### src/rtl/scatter_sequencer.sv
// scatter_sequencer: walks one vertex's adjacency list in edge memory and
// emits one scatter message per neighbor, holding each message until the
// downstream scatter path acknowledges it. Barrier updates become a single
// barrier message so per-round ordering is kept.
module scatter_sequencer #(
   parameter int NODEID_WIDTH = 32,
   parameter int ADDR_WIDTH   = 16,
   parameter int COUNT_WIDTH  = 32
) (
   input  logic                    sys_clk,
   input  logic                    sys_rst_n,
   input  logic [NODEID_WIDTH-1:0] update_sender,
   input  logic [ADDR_WIDTH-1:0]   update_start_addr,
   input  logic [COUNT_WIDTH-1:0]  update_num_neighbors,
   input  logic [1:0]              update_round,
   input  logic                    update_barrier,
   input  logic                    update_valid,
   output logic                    update_ready,
   output logic                    mem_rd_en,
   output logic [ADDR_WIDTH-1:0]   mem_addr,
   input  logic [NODEID_WIDTH-1:0] mem_rd_data,
   output logic [NODEID_WIDTH-1:0] neighbor_out,
   output logic [NODEID_WIDTH-1:0] sender_out,
   output logic [1:0]              round_out,
   output logic                    barrier_out,
   output logic                    valid_out,
   input  logic                    message_ack,
   output logic                    busy,
   output logic [31:0]             msg_count
);

   typedef enum logic [2:0] {
      IDLE,
      READ,
      LOAD,
      OUT,
      BAR
   } state_t;

   state_t                  state;
   state_t                  state_next;
   logic [ADDR_WIDTH-1:0]   addr_q;
   logic [COUNT_WIDTH-1:0]  remaining_q;
   logic [NODEID_WIDTH-1:0] sender_q;
   logic [NODEID_WIDTH-1:0] neighbor_q;
   logic [1:0]              round_q;
   logic [31:0]             count_q;
   logic                    last_neighbor;

   assign last_neighbor = (remaining_q == COUNT_WIDTH'(1));

   // State register; reset aborts any walk in progress.
   always_ff @(posedge sys_clk or negedge sys_rst_n) begin
      if (!sys_rst_n) begin
         state <= IDLE;
      end else begin
         state <= state_next;
      end
   end

   // Next-state decode and per-state control strobes.
   always_comb begin
      state_next   = state;
      update_ready = 1'b0;
      mem_rd_en    = 1'b0;
      valid_out    = 1'b0;
      barrier_out  = 1'b0;
      case (state)
         IDLE: begin
            // gated by reset so upstream never sees ready while held in reset
            update_ready = sys_rst_n;
            if (update_valid) begin
               if (update_barrier) begin
                  state_next = BAR;
               end else if (update_num_neighbors != '0) begin
                  state_next = READ;
               end
            end
         end
         READ: begin
            mem_rd_en  = 1'b1;
            state_next = LOAD;
         end
         LOAD: begin
            state_next = OUT;
         end
         OUT: begin
            valid_out = 1'b1;
            if (message_ack) begin
               state_next = last_neighbor ? IDLE : READ;
            end
         end
         BAR: begin
            valid_out   = 1'b1;
            barrier_out = 1'b1;
            if (message_ack) begin
               state_next = IDLE;
            end
         end
         default: begin
            state_next = IDLE;
         end
      endcase
   end

   // Update latching, adjacency walk pointers, neighbor capture and message count.
   always_ff @(posedge sys_clk or negedge sys_rst_n) begin
      if (!sys_rst_n) begin
         addr_q      <= '0;
         remaining_q <= '0;
         sender_q    <= '0;
         neighbor_q  <= '0;
         round_q     <= '0;
         count_q     <= '0;
      end else begin
         case (state)
            IDLE: begin
               if (update_valid) begin
                  if (update_barrier) begin
                     sender_q <= update_sender;
                     round_q  <= update_round;
                  end else if (update_num_neighbors != '0) begin
                     sender_q    <= update_sender;
                     round_q     <= update_round;
                     addr_q      <= update_start_addr;
                     remaining_q <= update_num_neighbors;
                  end
               end
            end
            LOAD: begin
               neighbor_q <= mem_rd_data;
            end
            OUT: begin
               if (message_ack) begin
                  count_q <= count_q + 32'd1;
                  if (!last_neighbor) begin
                     remaining_q <= remaining_q - COUNT_WIDTH'(1);
                     addr_q      <= addr_q + ADDR_WIDTH'(1);
                  end
               end
            end
            default: begin
            end
         endcase
      end
   end

   assign neighbor_out = (state == BAR) ? '0 : neighbor_q;
   assign sender_out   = sender_q;
   assign round_out    = round_q;
   assign mem_addr     = addr_q;
   assign busy         = (state != IDLE);
   assign msg_count    = count_q;

endmodule

### config.mk
export PLATFORM = sky130hd
export DESIGN_NAME = scatter_sequencer
export DESIGN_NICKNAME = d
export VERILOG_FILES = /design/src/rtl/scatter_sequencer.sv
export SDC_FILE = /design/constraint.sdc
export NUM_CORES = 1
export LEC_CHECK = 0
export ABC_AREA = 1
export BUFFER_PORTS_ARGS = -buffer_cell sky130_fd_sc_hd__buf_2
export CAP_MARGIN = 20
export CORE_UTILIZATION = 57
export CTS_CLUSTER_DIAMETER = 150
export DETAILED_ROUTE_END_ITERATION = 12
export PLACE_DENSITY = 0.83
export RECOVER_POWER = 25
export SLEW_MARGIN = 20
export SYNTH_ARGS = -nofsm -noshare
export SYNTH_HDL_FRONTEND = slang
export SYNTH_SLANG_ARGS = --single-unit
export TNS_END_PERCENT = 100
### constraint.sdc
create_clock -name sys_clk -period 2.5 [get_ports sys_clk]
set_input_delay 0.375 -clock sys_clk [delete_from_list [all_inputs] [get_ports sys_clk]]
set_output_delay 0.375 -clock sys_clk [all_outputs]
set_load 0.02 [all_outputs]
# Word level (Yosys, flattened, before mapping)
# Index checks and enable logic that the tools add are counted.
dict set report totals {
  output_inout_bits 119
  input_bits 119
  register_bits 149
  word_cells 60
}
dict set report op_classes {
  n_addsub 3
  eq_ne 12
  muxes 28
  reduce_logical 10
}
# operator n
set op_table {}
lappend op_table {{$mux W32} 8}
lappend op_table {{$mux W16} 5}
lappend op_table {{$pmux W32 S2} 1}
lappend op_table {{$add A32 B1 Y32 const B} 1}
lappend op_table {{$eq A32 B1 Y1 const B} 1}
lappend op_table {{$pmux W16 S2} 1}
lappend op_table {{$reduce_bool A32 Y1} 1}
lappend op_table {{$sub A32 B1 Y32 const B} 1}
lappend op_table {{$add A16 B1 Y16 const B} 1}
lappend op_table {{$mux W3} 5}
lappend op_table {{$pmux W3 S5} 1}
lappend op_table {{$ne A2 B2 Y1 const B} 6}
lappend op_table {{$eq A3 B2 Y1 const B} 2}
lappend op_table {{$reduce_and A6 Y1} 1}
lappend op_table {{$mux W1} 5}
lappend op_table {{$mux W2} 2}
lappend op_table {{$reduce_and A4 Y1} 1}
lappend op_table {{$reduce_bool A2 Y1} 2}
lappend op_table {{$eq A3 B1 Y1 const B} 1}
lappend op_table {{$eq A3 B3 Y1 const B} 1}
lappend op_table {{$logic_not A3 Y1} 1}
lappend op_table {{$ne A3 B3 Y1 const B} 1}
lappend op_table {{$reduce_and A3 Y1} 1}
lappend op_table {{$reduce_bool A3 Y1} 1}
lappend op_table {{2 further kinds} 2}

# Logic depth before layout (Yosys ltp)
# Gate-level depths: netlist of the first run.
dict set report logic_depth {
  word_depth 5
  ltp_mapped 12
  ltp_nobuf 12
}

# Worst setup path before layout of the first run
# OpenSTA, ideal clock, no wires.
dict set report synth_timing {
  path_kind {flip-flop to flip-flop}
  from {register addr_q[0], in the netlist mem_addr[0]}
  to {register addr_q[14], in the netlist mem_addr[14]}
  synth_period_minus_slack_ns 1.773
  setup_slack_ns 0.727
  stages_incl_launch_ff 11
  required_ns 2.383
  setup_ns 0.117
  arrival_ns 1.656
  cell_sequence {dfrtp_1 ha_1 nand2_1 nor2_1 nand3_1 nor2_1 nand3_1 nand3_1 nand2_1 nand2_1 nand2_1}
}
dict set report synth_via {
  elab_chain_len 4
}
# element line_no
set synth_rtl {}
lappend synth_rtl {{start, declared} 42} ;# logic [ADDR_WIDTH-1:0] addr_q;
lappend synth_rtl {{start signal, assigned} 125} ;# addr_q <= update_start_addr;
lappend synth_rtl {{start signal, assigned} 138} ;# addr_q <= addr_q + ADDR_WIDTH'(1);
lappend synth_rtl {{$add A16 B1 Y16} 138}
lappend synth_rtl {{$mux W16} 136} ;# if (!last_neighbor) begin
lappend synth_rtl {{$mux W16} 134} ;# if (message_ack) begin
lappend synth_rtl {{$pmux W16 S2} 116} ;# case (state)
# No other way between the ends. The select of a mux whose other input is x is not followed.
# A chain may end at the register's enable or synchronous reset.

# Final worst setup path of the first run
dict set report layout_timing {
  from {register state[0]}
  to {output port neighbor_out[10]}
}
dict set report layout_via {
  elab_chain_len 2
}
# element line_no
set layout_rtl {}
lappend layout_rtl {{start, declared} 40} ;# state_t state;
lappend layout_rtl {{start signal, assigned} 57} ;# state <= state_next;
lappend layout_rtl {{$eq A3 B3 Y1} 148} ;# assign neighbor_out = (state == BAR) ? '0 : neighbor_q;
lappend layout_rtl {{$mux W32} 148}
lappend layout_rtl {{end, declared} 22} ;# output logic [NODEID_WIDTH-1:0] neighbor_out,
# No other way between the ends.

==> impl_metrics.toml, run 1 <==
[outcome]
run_status = "finished with violations"
violations = "max-capacitance violations, max-slew violations"

[worst_setup_path]
end_kind = "output pin"
startpoint_type = "flip-flop"
critPathKind = "reg -> out"
critPathLaunch = "state[0]$_DFFE_PN0P_"
rr_startpoint = "remaining_q[11]$_DFFE_PN0P_"
crit_fanout = 33
cp.required_ps = 2120
cp.arrival_ps = 1770

[place]
io_buffers = 237
place_area_mm2 = 0.009743
dp_hpwl_um = 15350
placed_cells_incl_taps = 1589
dp_slack_ps = 512.7
gp_congestion = 0.9270

[grt]
first_global_vias = 7347
grt_overflow = 0
grt_max_degree = 150
grt_pass1_wl_um = 34420
grt_usage_pct = 29.05
antenna_found_initial = 1

[clocking]
cts_root_buf = "clkbuf_16"
numClockSinks = 149
cts-hold-fix-buffers = 0
path_clk_slew_ps = 60
clkLatencyLatePin_ps = 420
tritoncts = "done"
cts_setup_buffers = 0
clk_path_buf_depth = 2
htreeDepth = 4
cts_resized = 0
cts_made_buffers = 17

[sta]
rsz0062_at_grt = "no"
fmax_mhz = 466.3
slew_violations = 150
setup_tns_ps = 0
period_needed_ps = 2145
hold_viol = 0
fin_ws_ps = 355.4
finalCritPeriodShare_pct = 85.78
worst_pin_slew_ps = 2038
setup_violations = 0
relSlewSlack_pct = -35.85
finalClockSkew_ps = 7.468

[layout]
finish.instance_area_mm2 = 0.01029
multi_input_area_mm2 = 0.003953
instances_no_fill = 1622
final-seq-area_mm2 = 0.003729
nNetsFinal = 1547
area_growth_pct = 22.09
n_fill_cell = 1206
drive_gt1_share_pct = 21.02

[synthesis]
synth_cell_types = 39
synth_common_cells = "nand2_1, nor2_1, dfrtp_1"
synth_most_common_cell = "nand2_1"
ys_top_cells_by_area = "dfrtp_1, nand2_1, nor2_1, inv_1, o21ai_0"
synthesis.area_mm2 = 0.008429
yosysTopAreaCell = "dfrtp_1"
async_flop_share_pct = 100.0
synth_seq_cells = 149
avgSynthCellArea_um2 = 7.048
synth_warnings = 0
synthCells = 1196
synth_ff_type = "dfrtp_1"
synth-seq-area-share_pct = 44.23
yosys.area.top_type_share_pct = 44.23
synthesis.nets = 1319
synth-edff-count = 0

[drt]
wl_met3_um = 1658
drt_first_iter_violations = 703
ant_nets = 0
via_per_inst = 5.083
wl_per_cell_um = 13.21
m1WireLength_um = 9088
drcViolationCount = 0
wl_met2_um = 10260
vias = 8245
drt_wl_total_um = 21420
first_pass_iters = 8
top_layer_used = "met4"

[pwr]
ir_drop_mv = 0.7712
p_leak_nw = 5.709
p_per_area_mw_per_mm2 = 1247

[floorplanning]
die_h_um = 123.6
core_area_mm2 = 0.01448
ioPinCount = 238
row_count = 44
dieArea_mm2 = 0.01528
die_w_um = 123.6
start_util_pct = 58.22

[min_path]
min_from = "mem_rd_data[24]"
worstHoldPathType = "in -> reg"

[flow_run]
cap_violations = 1
-- worst paths after layout --
check	cells after the start	end	slack (ps)
worst max-delay path	6	neighbor_out[10]	360
worst min-delay path	3	neighbor_q[24]$_DFFE_PN0P_	160
worst max register to register	10	remaining_q[11]$_DFFE_PN0P_	460
worst min register to register	2	sender_out[25]$_DFFE_PN0P_	480
max in group asynchronous	2	remaining_q[5]$_DFFE_PN0P_	500
min in group asynchronous	2	remaining_q[19]$_DFFE_PN0P_	670
-- per-stage QoR --
| step | power [mW] | util [%] | hold WS [ps] |
|---|---|---|---|
| finish | 12.83 | 71.08 | 159.0 |
| global route | 13.87 | 71.06 | 152.6 |
| CTS | 12.85 | 71.20 | 140.6 |
| detailed placement | 10.34 | 67.29 | 471.4 |
| global placement | 10.15 | 67.29 | 462.3 |
| floorplan | 8.647 | - | 79.41 |
-- worst max-delay path, cell delays in order (launching register included) --
cell and delay [ps]:
dfrtp_1 440, nor2_1 150, nand2_1 100, clkinv_1 70, buf_4 320, nor2_1 90
buf_2 170
-- sequential cells by signal (all words and copies together), names as in the netlist --
name	count
neighbor_q	32
round_out	2
msg_count	32
sender_out	32
state	3
mem_addr	16
remaining_q	32
-- cells by family after synthesis --
| family | count (synthesis) | synth area share [%] |
|---|---|---|
| compound gates | 108 | 6.739 |
| xor+xnor | 40 | 4.156 |
| fa+ha+maj | 4 | 0.5938 |
| buf+inv | 179 | 8.995 |
| flops | 149 | 44.23 |
| mux | 10 | 1.188 |
| simple gates | 706 | 34.10 |
-- report_power, final --
group	internal, mW	switching [mW]	total (mW)
registers	3.43	0.865	4.29
clock network	1.41	1.06	2.47
logic	1.99	4.09	6.07
-- layer usage --
| metal | GRT usage [%] | up-vias |
|---|---|---|
| met5 | 0 | - |
| met4 | 9.563 | 0 |
| met3 | 8.059 | 37 |
| met2 | 45.87 | 315 |
| met1 | 38.56 | 3760 |
| li1 | - | 4133 |
-- cells in the final DEF (no fill, tap or decap), drive strengths merged --
cell type | netlist | routed
nor4 | 1 | 1
or2 | 4 | 4
nand4 | 11 | 11
buf | 20 | 243
and2 | 1 | 1
clkinvlp | 0 | 4
o21ai | 96 | 96
nor3 | 11 | 11
dfrtp | 149 | 149
nand2 | 450 | 450
o21bai | 5 | 5
xor2 | 24 | 24
ha | 4 | 4
nor2 | 170 | 170
or3 | 1 | 1
a21oi | 2 | 2
a21boi | 1 | 1
nand3b | 2 | 2
o31ai | 1 | 1
nor3b | 1 | 1
clkinv | 1 | 5
bufinv | 0 | 1
xnor2 | 16 | 16
inv | 142 | 146
clkbuf | 16 | 21
mux2i | 10 | 10
a31oi | 2 | 2
diode | 0 | 1
nand3 | 54 | 54
a32oi | 1 | 1
-- area by class of cell --
class / instances / area share [%]
diodes: 1 / 0.02432
clock buffers: 19 / 4.304
clock inverters: 13 / 1.191
inverters: 143 / 5.264
multi-input cells: 868 / 38.41
flip-flops and latches: 149 / 36.23
well taps: 184 / 2.237
repair buffers: 245 / 12.34
No activity file was read; power rests on OpenSTA's default activity.
==> inputs of run 2 (changes only) <==
--- a/config.mk
+++ b/config.mk
@@ -8,10 +8,10 @@
 export ABC_AREA = 1
 export BUFFER_PORTS_ARGS = -buffer_cell sky130_fd_sc_hd__buf_2
 export CAP_MARGIN = 20
-export CORE_UTILIZATION = 57
+export CORE_UTILIZATION = 48
 export CTS_CLUSTER_DIAMETER = 150
 export DETAILED_ROUTE_END_ITERATION = 12
-export PLACE_DENSITY = 0.83
+export PLACE_DENSITY = 0.74
 export RECOVER_POWER = 25
 export SLEW_MARGIN = 20
 export SYNTH_ARGS = -nofsm -noshare
==> constraint.sdc (replaced) <==
create_clock -name sys_clk -period 1.97 [get_ports sys_clk]
set_input_delay 0.2955 -clock sys_clk [delete_from_list [all_inputs] [get_ports sys_clk]]
set_output_delay 0.2955 -clock sys_clk [all_outputs]
set_load 0.02 [all_outputs]
==> impl_metrics.toml, run 2 (synthesized netlist as in run 1, its figures left out) <==
[outcome]
run_status = "finished, final reports clean"

[sta]
setup_violations = 0
period_needed_ps = 1897
fin_ws_ps = 72.83
fmax_mhz = 527.1
holdWs_ps = 69.27
setup_tns_ps = 0
finalClockSkew_ps = 11.26
finalCritPeriodShare_pct = 96.30
hold_viol = 0
relSlewSlack_pct = 35.72
worst_pin_slew_ps = 964.3
slew_violations = 0

[pwr]
finalPower_mw = 16.91
ir_drop_mv = 0.7548
p_leak_nw = 5.853
p_per_area_mw_per_mm2 = 1591

[clocking]
htreeDepth = 4
clkLatencyLatePin_ps = 430
path_clk_slew_ps = 70
numClockSinks = 149
cts_made_buffers = 17
clk_path_buf_depth = 2
cts_root_buf = "clkbuf_16"
tritoncts = "done"

[floorplanning]
die_w_um = 134.5
dieArea_mm2 = 0.01810
ioPinCount = 238
start_util_pct = 48.90
row_count = 48
core_area_mm2 = 0.01724
die_h_um = 134.5

[worst_setup_path]
cp.required_ps = 1670
critPathMaxStageDelay_ps = 450
slowest_stage = "dfrtp_2"
end_kind = "output pin"
startpoint_type = "flip-flop"
crit_fanout = 17
cp.arrival_ps = 1600
critPathKind = "reg -> out"
path_cells = "nor2_4 -> nand2_2 -> inv_4 -> clkbuf_16 -> nor2_1 -> buf_2"

[layout]
nNetsFinal = 1567
instances_no_fill = 1683
n_fill_cell = 1582
finish.instance_area_mm2 = 0.01063
drive_gt1_share_pct = 22.65
multi_input_area_mm2 = 0.003983
final_util_pct = 61.67
area_growth_pct = 26.09
final-seq-area_mm2 = 0.003730
layout_commonest_cell = "nand2_1"
layout_common_cells = "nand2_1, buf_2, nor2_1"

[grt]
grt_max_degree = 71
antenna_found_initial = 1
grt_usage_pct = 25.06
first_global_vias = 7752
grt_overflow = 0
grt_pass1_wl_um = 36030

[drt]
drt_first_iter_violations = 543
via_per_inst = 4.934
drt_wl_total_um = 22520
ant_nets = 0
wl_per_cell_um = 13.38
first_pass_iters = 5
drcViolationCount = 0
vias = 8304

[min_path]
worstHoldPathType = "in -> reg"

[place]
place_area_mm2 = 0.009950
io_buffers = 237
gp_congestion = 0.8818
placed_cells_incl_taps = 1644
dp_hpwl_um = 16180
dp_slack_ps = 112.4

[flow_run]
cap_violations = 0
==> run 2: cell count changes in the layout (fill, tap and decap cells not counted), sizes merged <==
cell / delta
inv: +4
buf: +17
clkbuf: +1
dlygate4sd3: +1
clkinv: -2
clkinvlp: -1
==> run 2: power breakdown <==
| group | switching, mW | internal [mW] |
|---|---|---|
| sequential | 1.02 | 4.35 |
| combinational | 5.44 | 2.92 |
| clock | 1.41 | 1.78 |
==> run 2: path summary, 6_finish.rpt <==
path,startpoint,slack (ps),depth (start not counted),endpoint
worst max-delay path,state[0]$_DFFE_PN0P_,70,6,neighbor_out[25]
worst min-delay path,mem_rd_data[4],70,3,neighbor_q[4]$_DFFE_PN0P_
worst max register to register,remaining_q[4]$_DFFE_PN0P_,100,10,mem_addr[0]$_DFFE_PN0P_
worst min register to register,sender_out[13]$_DFFE_PN0P_,480,2,sender_out[13]$_DFFE_PN0P_
max in group asynchronous,sys_rst_n,460,3,state[0]$_DFFE_PN0P_
min in group asynchronous,sys_rst_n,250,2,remaining_q[21]$_DFFE_PN0P_
==> run 2: cell type report <==
cell class,instances,share of cell area [%]
Tap cell,225,2.649
Inverter,143,5.121
Multi-Input combinational cell,868,37.47
Antenna cell,1,0.02354
Timing Repair Buffer,265,14.28
Sequential cell,149,35.09
Clock inverter,14,1.330
Clock buffer,18,4.038
==> run 2: worst max-delay path, delay by kind of cell, from the launching register on <==
family | cells | cell delay, ps
flip-flops | 1 | 450
buffers and inverters | 3 | 460
AND/OR/NAND/NOR | 3 | 260
==> run 2: layer usage <==
metal	GRT usage (%)	up-vias	wire (um)
li1	-	4178	-
met1	32.77	3801	9950
met2	40.70	289	10590
met3	5.593	34	1505
met4	9.426	2	470
met5	0	-	9
==> run 2: timing repair <==
item                       CTS  global route
hold buffers                 1             0
setup endpoints to repair    0            81
hold endpoints to repair    11             0
resized for setup            0            13
setup buffers                0             3
